==> src/rtl/fpga_reset_sequencer.sv <==
// Board bring-up reset controller: synchronizes lock/button/straps, debounces the button,
// stretches reset after lock and latches the boot straps when the SoC is released.
module fpga_reset_sequencer #(
  parameter int SYNC_STAGES          = 2,
  parameter int DEBOUNCE_CYCLES      = 16,
  parameter int HOLD_CYCLES          = 32,
  parameter int CLK_LED_COUNT_LENGTH = 27
) (
  input  logic       clk_i,
  input  logic       rst_ni,
  input  logic       pll_locked_i,
  input  logic       rst_btn_i,
  input  logic       boot_select_i,
  input  logic       execute_from_flash_i,
  output logic       sys_rst_no,
  output logic       boot_select_o,
  output logic       execute_from_flash_o,
  output logic       rst_led_o,
  output logic       clk_led_o,
  output logic [1:0] state_o
);

  localparam int DB_W   = (DEBOUNCE_CYCLES > 1) ? $clog2(DEBOUNCE_CYCLES) : 1;
  localparam int HOLD_W = (HOLD_CYCLES > 1) ? $clog2(HOLD_CYCLES) : 1;
  localparam int HB_W   = CLK_LED_COUNT_LENGTH;

  localparam logic [DB_W-1:0]   DB_LAST   = DB_W'(DEBOUNCE_CYCLES - 1);
  localparam logic [DB_W-1:0]   DB_ONE    = DB_W'(32'd1);
  localparam logic [DB_W-1:0]   DB_ZERO   = DB_W'(32'd0);
  localparam logic [HOLD_W-1:0] HOLD_LAST = HOLD_W'(HOLD_CYCLES - 1);
  localparam logic [HOLD_W-1:0] HOLD_ONE  = HOLD_W'(32'd1);
  localparam logic [HOLD_W-1:0] HOLD_ZERO = HOLD_W'(32'd0);
  localparam logic [HB_W-1:0]   HB_ONE    = HB_W'(32'd1);

  typedef enum logic [1:0] {
    ST_WAIT_LOCK = 2'b00,
    ST_HOLD      = 2'b01,
    ST_RUN       = 2'b10
  } state_e;

  // Each stage carries {execute_from_flash, boot_select, rst_btn, pll_locked}.
  logic [SYNC_STAGES-1:0][3:0] sync_q, sync_d;
  logic                        lock_s, btn_s, boot_s, flash_s;

  logic                        btn_db_q, btn_db_d;
  logic [DB_W-1:0]             db_cnt_q, db_cnt_d;
  state_e                      state_q, state_d;
  logic [HOLD_W-1:0]           hold_cnt_q, hold_cnt_d;
  logic                        sys_rst_q, sys_rst_d;
  logic                        boot_q, boot_d;
  logic                        flash_q, flash_d;
  logic [HB_W-1:0]             hb_cnt_q, hb_cnt_d;
  logic                        fault_s;

  assign lock_s  = sync_q[SYNC_STAGES-1][0];
  assign btn_s   = sync_q[SYNC_STAGES-1][1];
  assign boot_s  = sync_q[SYNC_STAGES-1][2];
  assign flash_s = sync_q[SYNC_STAGES-1][3];
  assign fault_s = !lock_s || btn_db_q;

  // Synchronizer shift and button debounce.
  always_comb begin
    sync_d   = {sync_q[SYNC_STAGES-2:0],
                {execute_from_flash_i, boot_select_i, rst_btn_i, pll_locked_i}};
    btn_db_d = btn_db_q;
    db_cnt_d = db_cnt_q;
    if (btn_s == btn_db_q) begin
      db_cnt_d = DB_ZERO;
    end else if (db_cnt_q == DB_LAST) begin
      btn_db_d = btn_s;
      db_cnt_d = DB_ZERO;
    end else begin
      db_cnt_d = db_cnt_q + DB_ONE;
    end
  end

  // Sequencer next state, strap capture and heartbeat.
  always_comb begin
    state_d    = state_q;
    hold_cnt_d = hold_cnt_q;
    boot_d     = boot_q;
    flash_d    = flash_q;
    case (state_q)
      ST_WAIT_LOCK: begin
        hold_cnt_d = HOLD_ZERO;
        if (!fault_s) begin
          state_d = ST_HOLD;
        end else begin
          state_d = ST_WAIT_LOCK;
        end
      end
      ST_HOLD: begin
        // A fault on the completing edge wins; hold restarts from zero via WAIT_LOCK.
        if (fault_s) begin
          state_d = ST_WAIT_LOCK;
        end else if (hold_cnt_q == HOLD_LAST) begin
          state_d = ST_RUN;
          boot_d  = boot_s;
          flash_d = flash_s;
        end else begin
          hold_cnt_d = hold_cnt_q + HOLD_ONE;
        end
      end
      ST_RUN: begin
        if (fault_s) begin
          state_d = ST_WAIT_LOCK;
        end else begin
          state_d = ST_RUN;
        end
      end
      default: begin
        state_d    = ST_WAIT_LOCK;
        hold_cnt_d = HOLD_ZERO;
      end
    endcase
    sys_rst_d = (state_d == ST_RUN);
    if (sys_rst_q) begin
      hb_cnt_d = hb_cnt_q + HB_ONE;
    end else begin
      hb_cnt_d = hb_cnt_q;
    end
  end

  // State registers; everything clears asynchronously on power-on reset.
  always_ff @(posedge clk_i or negedge rst_ni) begin
    if (!rst_ni) begin
      sync_q     <= '{default: 4'b0000};
      btn_db_q   <= 1'b0;
      db_cnt_q   <= DB_ZERO;
      state_q    <= ST_WAIT_LOCK;
      hold_cnt_q <= HOLD_ZERO;
      sys_rst_q  <= 1'b0;
      boot_q     <= 1'b0;
      flash_q    <= 1'b0;
      hb_cnt_q   <= {HB_W{1'b0}};
    end else begin
      sync_q     <= sync_d;
      btn_db_q   <= btn_db_d;
      db_cnt_q   <= db_cnt_d;
      state_q    <= state_d;
      hold_cnt_q <= hold_cnt_d;
      sys_rst_q  <= sys_rst_d;
      boot_q     <= boot_d;
      flash_q    <= flash_d;
      hb_cnt_q   <= hb_cnt_d;
    end
  end

  assign sys_rst_no           = sys_rst_q;
  assign rst_led_o            = sys_rst_q;
  assign boot_select_o        = boot_q;
  assign execute_from_flash_o = flash_q;
  assign clk_led_o            = hb_cnt_q[HB_W-1];
  assign state_o              = state_q;

endmodule

==> config.mk <==
export PLATFORM = sky130hd
export DESIGN_NAME = fpga_reset_sequencer
export DESIGN_NICKNAME = d
export VERILOG_FILES = /design/src/rtl/fpga_reset_sequencer.sv
export SDC_FILE = /design/constraint.sdc
export NUM_CORES = 1
export LEC_CHECK = 0
export CORE_MARGIN = 3
export CORE_UTILIZATION = 35
export CTS_CLUSTER_DIAMETER = 200
export CTS_CLUSTER_SIZE = 24
export DETAILED_ROUTE_END_ITERATION = 8
export PLACE_DENSITY_LB_ADDON = 0.2
export SLEW_MARGIN = 20
export SYNTH_ARGS = -nofsm -noshare
export SYNTH_HDL_FRONTEND = slang
export SYNTH_SLANG_ARGS = --single-unit
==> constraint.sdc <==
create_clock -name clk_i -period 2.8 [get_ports clk_i]
set_input_delay 0.84 -clock clk_i [delete_from_list [all_inputs] [get_ports clk_i]]
set_output_delay 0.84 -clock clk_i [all_outputs]
set_load 0.005 [all_outputs]
==> results.toml, run 1 <==
[logic_synthesis]
syn_area_per_cell_um2 = 12.4
ys_warn_count = 0
syn_inst = 172
synth-seq-area-share_pct = 58.6
synth_seq_cells = 50
syn-num-nets = 183
syn_area_mm2 = 0.00214
synth_cell_types = 32

[clocking]
cts-hold-fix-buffers = 0
htreeDepth = 2
clk_latency_ns = 0.30
cts_setup_buffers = 0
cts_buffer_depth = 2
clk_pin_slew_ns = 0.09
cts_root_buf = "clkbuf_8"
tritoncts = "yes"
cts_num_sinks = 50
cts_resized = 0
cts_made_buffers = 5

[route]
dr_total_vias = 1294
drt_iter0_markers = 56
drc = 0
drt-total-wl_um = 3400
ant_nets = 0
wl_per_cell_um = 12.9
viasPerCell = 4.90
drtPass1Iterations = 4

[cells_and_area]
synthToLayoutAreaGrowth_pct = 14.9
fillCellCount = 554
fin_nets = 202
drive_above_1_share_pct = 10.9
final_util_pct = 43.0
n_antenna_cell = 0
final_cells = 264

[min_path]
min_path_type = "register to register"
min_to = "boot_s$_DFF_PN0_"
holdPathStages = 0
hp-start = "sync_d[6]$_DFF_PN0_"

[critical_path]
cp.arrival_ns = 1.42
crit_path_max_fanout = 7
r2r_slack_ns = 0.66
reg2reg_depth = 7
r2r-end = "hold_cnt_q[3]$_DFFE_PN0P_"
cp_top_family = "buffers and inverters"
cp_cell_sequence = "clkdlybuf4s50_1"
worst-path-buf-inv = 1
critPathLaunchType = "register"
worst_ep_required_time_ns = 1.96
r2r-start = "hold_cnt_q[0]$_DFFE_PN0P_"
max_stage_delay_ns = 0.57
crit_type = "register to primary output"
worstSetupEndpointType = "primary output"
crit_slowest_cell = "clkdlybuf4s50_1"

[global_route]
grt.total_usage_pct = 10.7
grt_pass1_vias = 1344
antenna_found_initial = 0
grt_max_degree = 51
grt_pass1_wl_um = 6170
overflow = 0

[placement]
placed_cells = 256
place.gp.congestion = 0.759
place_ws_ns = 0.666
io_buffers = 12
dp.final_hpwl_um = 2410

[floorplanning]
io_pins = 13
fp.coreArea_mm2 = 0.00571
row_count = 27
initial_core_util_pct = 37.4
die_x_um = 84.1
dieArea_mm2 = 0.00708
die_y_um = 84.1

[sta]
relSlewSlack_pct = 58.2
hold_viol_final = 0
rsz0062_at_grt = "false"
finalSetupTns_ns = 0
worst_slack_ns = 0.543
maxSlewViolCount = 0
timing.fmax_mhz = 443
period_needed_ns = 2.26
max_slew.worst_pin.slew_ns = 0.627
setup_viol = 0
period_share_pct = 80.6
fin_worst_skew_ns = 0.00595

[outcome]
status = "finished clean"

[flow_run]
max-cap-violations = 0

[pwr]
power_leakage_uw = 0.00112
max-vdd-ir-drop_v = 0.000241
power_density_mw_per_mm2 = 523
cells in the mapped netlist:
cell	number	area (um^2)
and4_1	2	17.5
dfrtp_1	50	1250
a211oi_1	1	7.51
a22o_1	1	8.76
nand3b_1	1	7.51
buf_4	1	7.51
mux2_2	4	45.0
and3_1	4	25.0
nand4b_1	1	8.76
nand2_1	14	52.6
nand4_2	1	12.5
nor4_4	1	21.3
nand2b_1	3	18.8
xor2_1	5	43.8
o31ai_1	1	7.51
nor3_1	1	5.00
ha_1	5	62.6
a21oi_1	4	20.0
or3_4	1	11.3
nor4_1	2	12.5
nor3_2	1	10.0
nand3_1	7	35.0
inv_1	4	15.0
xnor2_1	24	210
nor3b_2	1	12.5
nor2b_1	3	18.8
nand4_1	8	50.1
nand4_4	2	42.5
mux2i_1	2	20.0
nor3b_1	1	7.51
o21ai_0	6	30.0
nor2_1	10	37.5
metal layers:
| layer | GRT usage, % | vias to the layer above | part of all wire [%] |
|---|---|---|---|
| met4 | 3.07 | 0 | 1.3 |
| met2 | 17.9 | 15 | 50 |
| met3 | 3.36 | 5 | 3.2 |
| met1 | 13.4 | 642 | 45 |
| li1 | - | 632 | - |
| met5 | 0 | - | 0 |
cells by family (layout without fill, tap and decap cells):
group / count (synthesis) / after routing / share of synthesized area, %
AOI/OAI and AO/OA: 13 / 13 / 3.46
xor gates and xnor gates: 29 / 29 / 11.9
adders and majority gates: 5 / 5 / 2.93
buffers and inverters: 5 / 25 / 1.05
DFF: 50 / 50 / 58.6
muxes: 6 / 6 / 3.05
and+or+nand+nor: 64 / 64 / 19.0
layout by cell type, fill, tap and decap left out, types with 3 or more instances in the layout:
| cell type | instances |
|---|---|
| nand2_1 | 14 |
| nor2b_1 | 3 |
| inv_1 | 4 |
| xnor2_1 | 24 |
| nor2_1 | 10 |
| dfrtp_1 | 50 |
| nand2b_1 | 3 |
| nand4_1 | 8 |
| clkdlybuf4s50_1 | 11 |
| and3_1 | 4 |
| nand3_1 | 7 |
| clkbuf_8 | 5 |
| o21ai_0 | 6 |
| ha_1 | 5 |
| mux2_2 | 4 |
| a21oi_1 | 4 |
| xor2_1 | 5 |
report_power, final:
part / switching [uW] / internal, uW
combinational: 25.5 / 18.4
sequential: 9.33 / 734
clock: 231 / 266
stage by stage:
step                      power [uW]  area (um^2)  hold WS (ns)
final                           1280         2450         0.360
after global routing            1340         2450         0.372
after CTS                       1310         2450         0.366
after detailed placement         804         2340         0.340
after global placement           800         2340         0.332
after floorplan                  774         2140         0.331
cell type report:
class,instances,area [um^2],area share (%)
Clock inverter,3,45.0,1.83
Inverter,4,15.0,0.612
Tap cell,72,90.1,3.67
Clock buffer,5,68.8,2.80
Multi-Input combinational cell,117,862,35.1
Sequential cell,50,1250,51.0
Timing Repair Buffer,13,123,4.99
how the worst max path moves through the flow:
stage	start	end	cells past startpoint
final	rst_led_o$_DFF_PN0_	rst_led_o	1
after global routing	rst_led_o$_DFF_PN0_	rst_led_o	1
after CTS	rst_led_o$_DFF_PN0_	sys_rst_no	1
after detailed placement	hold_cnt_q[0]$_DFFE_PN0P_	hold_cnt_q[3]$_DFFE_PN0P_	7
after global placement	hold_cnt_q[0]$_DFFE_PN0P_	hold_cnt_q[3]$_DFFE_PN0P_	7
after floorplan	hold_cnt_q[0]$_DFFE_PN0P_	hold_cnt_q[3]$_DFFE_PN0P_	7
flip-flops by register name (all words and copies together), names as in the netlist:
register	cells
boot_s	1
boot_select_o	1
btn_db_q	1
btn_s	1
db_cnt_q	4
execute_from_flash_o	1
flash_s	1
hb_cnt_q	27
hold_cnt_q	5
lock_s	1
rst_led_o	1
state_o	2
sync_d	4
No activity file was read; power rests on OpenSTA's default activity.
==> inputs of run 2 (changes only) <==
clock period = 2.2 ns   (was 2.8 ns; I/O delays follow)
==> run 2 against run 1 <==
Non-clock buffer count is 1 higher. Clock skew is 0.0042 ns higher. Critical path depth stayed put. Die area stayed put. Worst setup slack worse by 0.43 ns. Sequential share of layout area is 0.89 points lower. Worst hold slack worse by 0.039 ns. Largest cell class unchanged.
==> results.toml, run 2 (synthesis results as in run 1) <==
[floorplanning]
initial_core_util_pct = 37.4
dieArea_mm2 = 0.00708
fp.coreArea_mm2 = 0.00571
io_pins = 13
row_count = 27
die_y_um = 84.1
die_x_um = 84.1

[critical_path]
worst_ep_required_time_ns = 1.54
crit_type = "register to primary output"
critPathLaunchType = "register"
cp_cell_sequence = "clkdlybuf4s50_1"
r2r-end = "hold_cnt_q[3]$_DFFE_PN0P_"
reg2reg_depth = 7
worst-path-buf-inv = 1
cp_top_family = "buffers and inverters"
r2r_slack_ns = 0.30
crit_slowest_cell = "clkdlybuf4s50_1"
crit_path_max_fanout = 7
worstSetupEndpointType = "primary output"
r2r-start = "hold_cnt_q[0]$_DFFE_PN0P_"
max_stage_delay_ns = 0.57
cp.arrival_ns = 1.42

[pwr]
max-vdd-ir-drop_v = 0.000394
sequentialPowerShare_pct = 53.8
intPower_uw = 1420
power.switching_uw = 343
power_leakage_uw = 0.00115
p_clk_share_pct = 42.7
combinationalPowerShare_pct = 3.4
switching_share_pct = 19.5
fin_total_pwr_uw = 1760
power_density_mw_per_mm2 = 704

[clocking]
cts_num_sinks = 50
cts_setup_buffers = 0
cts-hold-fix-buffers = 0
clk_latency_ns = 0.30
cts_root_buf = "clkbuf_8"
tritoncts = "yes"
cts_resized = 0
cts_made_buffers = 5
htreeDepth = 2
cts_buffer_depth = 2
clk_pin_slew_ns = 0.09

[flow_run]
max-cap-violations = 0

[route]
drt-total-wl_um = 3410
drc = 0
viasPerCell = 4.89
wl_per_cell_um = 12.9
drt_iter0_markers = 54
drtPass1Iterations = 4
ant_nets = 0
dr_total_vias = 1295

[sta]
maxSlewViolCount = 0
period_needed_ns = 2.08
fin_worst_skew_ns = 0.0101
relSlewSlack_pct = 65.4
period_share_pct = 94.7
setup_viol = 0
rsz0062_at_grt = "false"
timing.fmax_mhz = 480
hold_viol_final = 0
finalSetupTns_ns = 0
max_slew.worst_pin.slew_ns = 0.515

[cells_and_area]
n_antenna_cell = 0
multi_input_area_um2 = 862
seq_area_mm2 = 0.00125
fin_nets = 203
reg_top3 = "hb_cnt_q (27), hold_cnt_q (5)"
layout_common_cells = "dfrtp_1 (50), xnor2_1 (24), nand2_1 (14)"
synthToLayoutAreaGrowth_pct = 17.0
fillCellCount = 517
final_common_cell = "dfrtp_1"
largest_register_ffs = 27
drive_above_1_share_pct = 11.4
regMostFlops = "hb_cnt_q"

[global_route]
grt_max_degree = 30
overflow = 0
grt_pass1_wl_um = 6200
grt.total_usage_pct = 10.8
antenna_found_initial = 0
grt_pass1_vias = 1365

[outcome]
status = "finished clean"

[placement]
dp.final_hpwl_um = 2500
place.gp.congestion = 0.745
io_buffers = 12

[min_path]
min_path_type = "primary input to asynchronous set/reset pin"
run 2: cell types whose count changed in the layout (fill, tap and decap cells not counted):
cell and change:
clkinvlp_4 -2, buf_12 +1, bufinv_16 +1, clkinv_4 +1
run 2: power groups by stage:
| stage | registers [uW] | clock network [uW] | logic, uW |
|---|---|---|---|
| after CTS | 947 | 781 | 63.1 |
| after detailed placement | 965 | 0 | 62.8 |
| after floorplan | 963 | 0 | 23.1 |
| after global routing | 949 | 818 | 70.1 |
| after global placement | 964 | 0 | 58.3 |
| final | 947 | 752 | 60.7 |
run 2: worst max path at each step:
stage          depth (start not counted)  slack (ns)                        end                      start
3_5_place_dp                           7        0.32  hold_cnt_q[3]$_DFFE_PN0P_  hold_cnt_q[0]$_DFFE_PN0P_
3_3_place_gp                           7        0.40  hold_cnt_q[3]$_DFFE_PN0P_  hold_cnt_q[0]$_DFFE_PN0P_
5_1_grt                                1        0.04                  rst_led_o        rst_led_o$_DFF_PN0_
4_1_cts                                1        0.08                 sys_rst_no        rst_led_o$_DFF_PN0_
2_1_floorplan                          7        0.22  hold_cnt_q[3]$_DFFE_PN0P_  hold_cnt_q[0]$_DFFE_PN0P_
6_report                               1        0.12                  rst_led_o        rst_led_o$_DFF_PN0_
run 2: area by class of cell:
cell class | instances | share of cell area, %
clock buffers | 5 | 2.75
clock inverters | 3 | 2.75
inverters | 4 | 0.601
multi-input cells | 117 | 34.5
flip-flops and latches | 50 | 50.1
well taps | 72 | 3.61
repair buffers | 14 | 5.71
run 2: per-stage QoR:
| step | cells | area (um^2) | worst slack (ns) | hold slack (ns) | utilization, % |
|---|---|---|---|---|---|
| after floorplan | 172 | 2140 | 0.224 | 0.331 | - |
| after global placement | 257 | 2360 | 0.396 | 0.336 | 41.4 |
| after detailed placement | 257 | 2360 | 0.323 | 0.339 | 41.4 |
| after CTS | 265 | 2500 | 0.0803 | 0.328 | 43.8 |
| after global routing | 265 | 2500 | 0.0400 | 0.347 | 43.8 |
| final | 265 | 2500 | 0.117 | 0.322 | 43.8 |
run 2: layer usage:
| layer | share of wire, % | GRT usage (%) | up-vias |
|---|---|---|---|
| li1 | - | - | 631 |
| met1 | 47 | 13.2 | 645 |
| met2 | 48 | 17.9 | 14 |
| met3 | 3.0 | 3.26 | 5 |
| met4 | 1.7 | 4.39 | 0 |
| met5 | 0 | 0 | - |
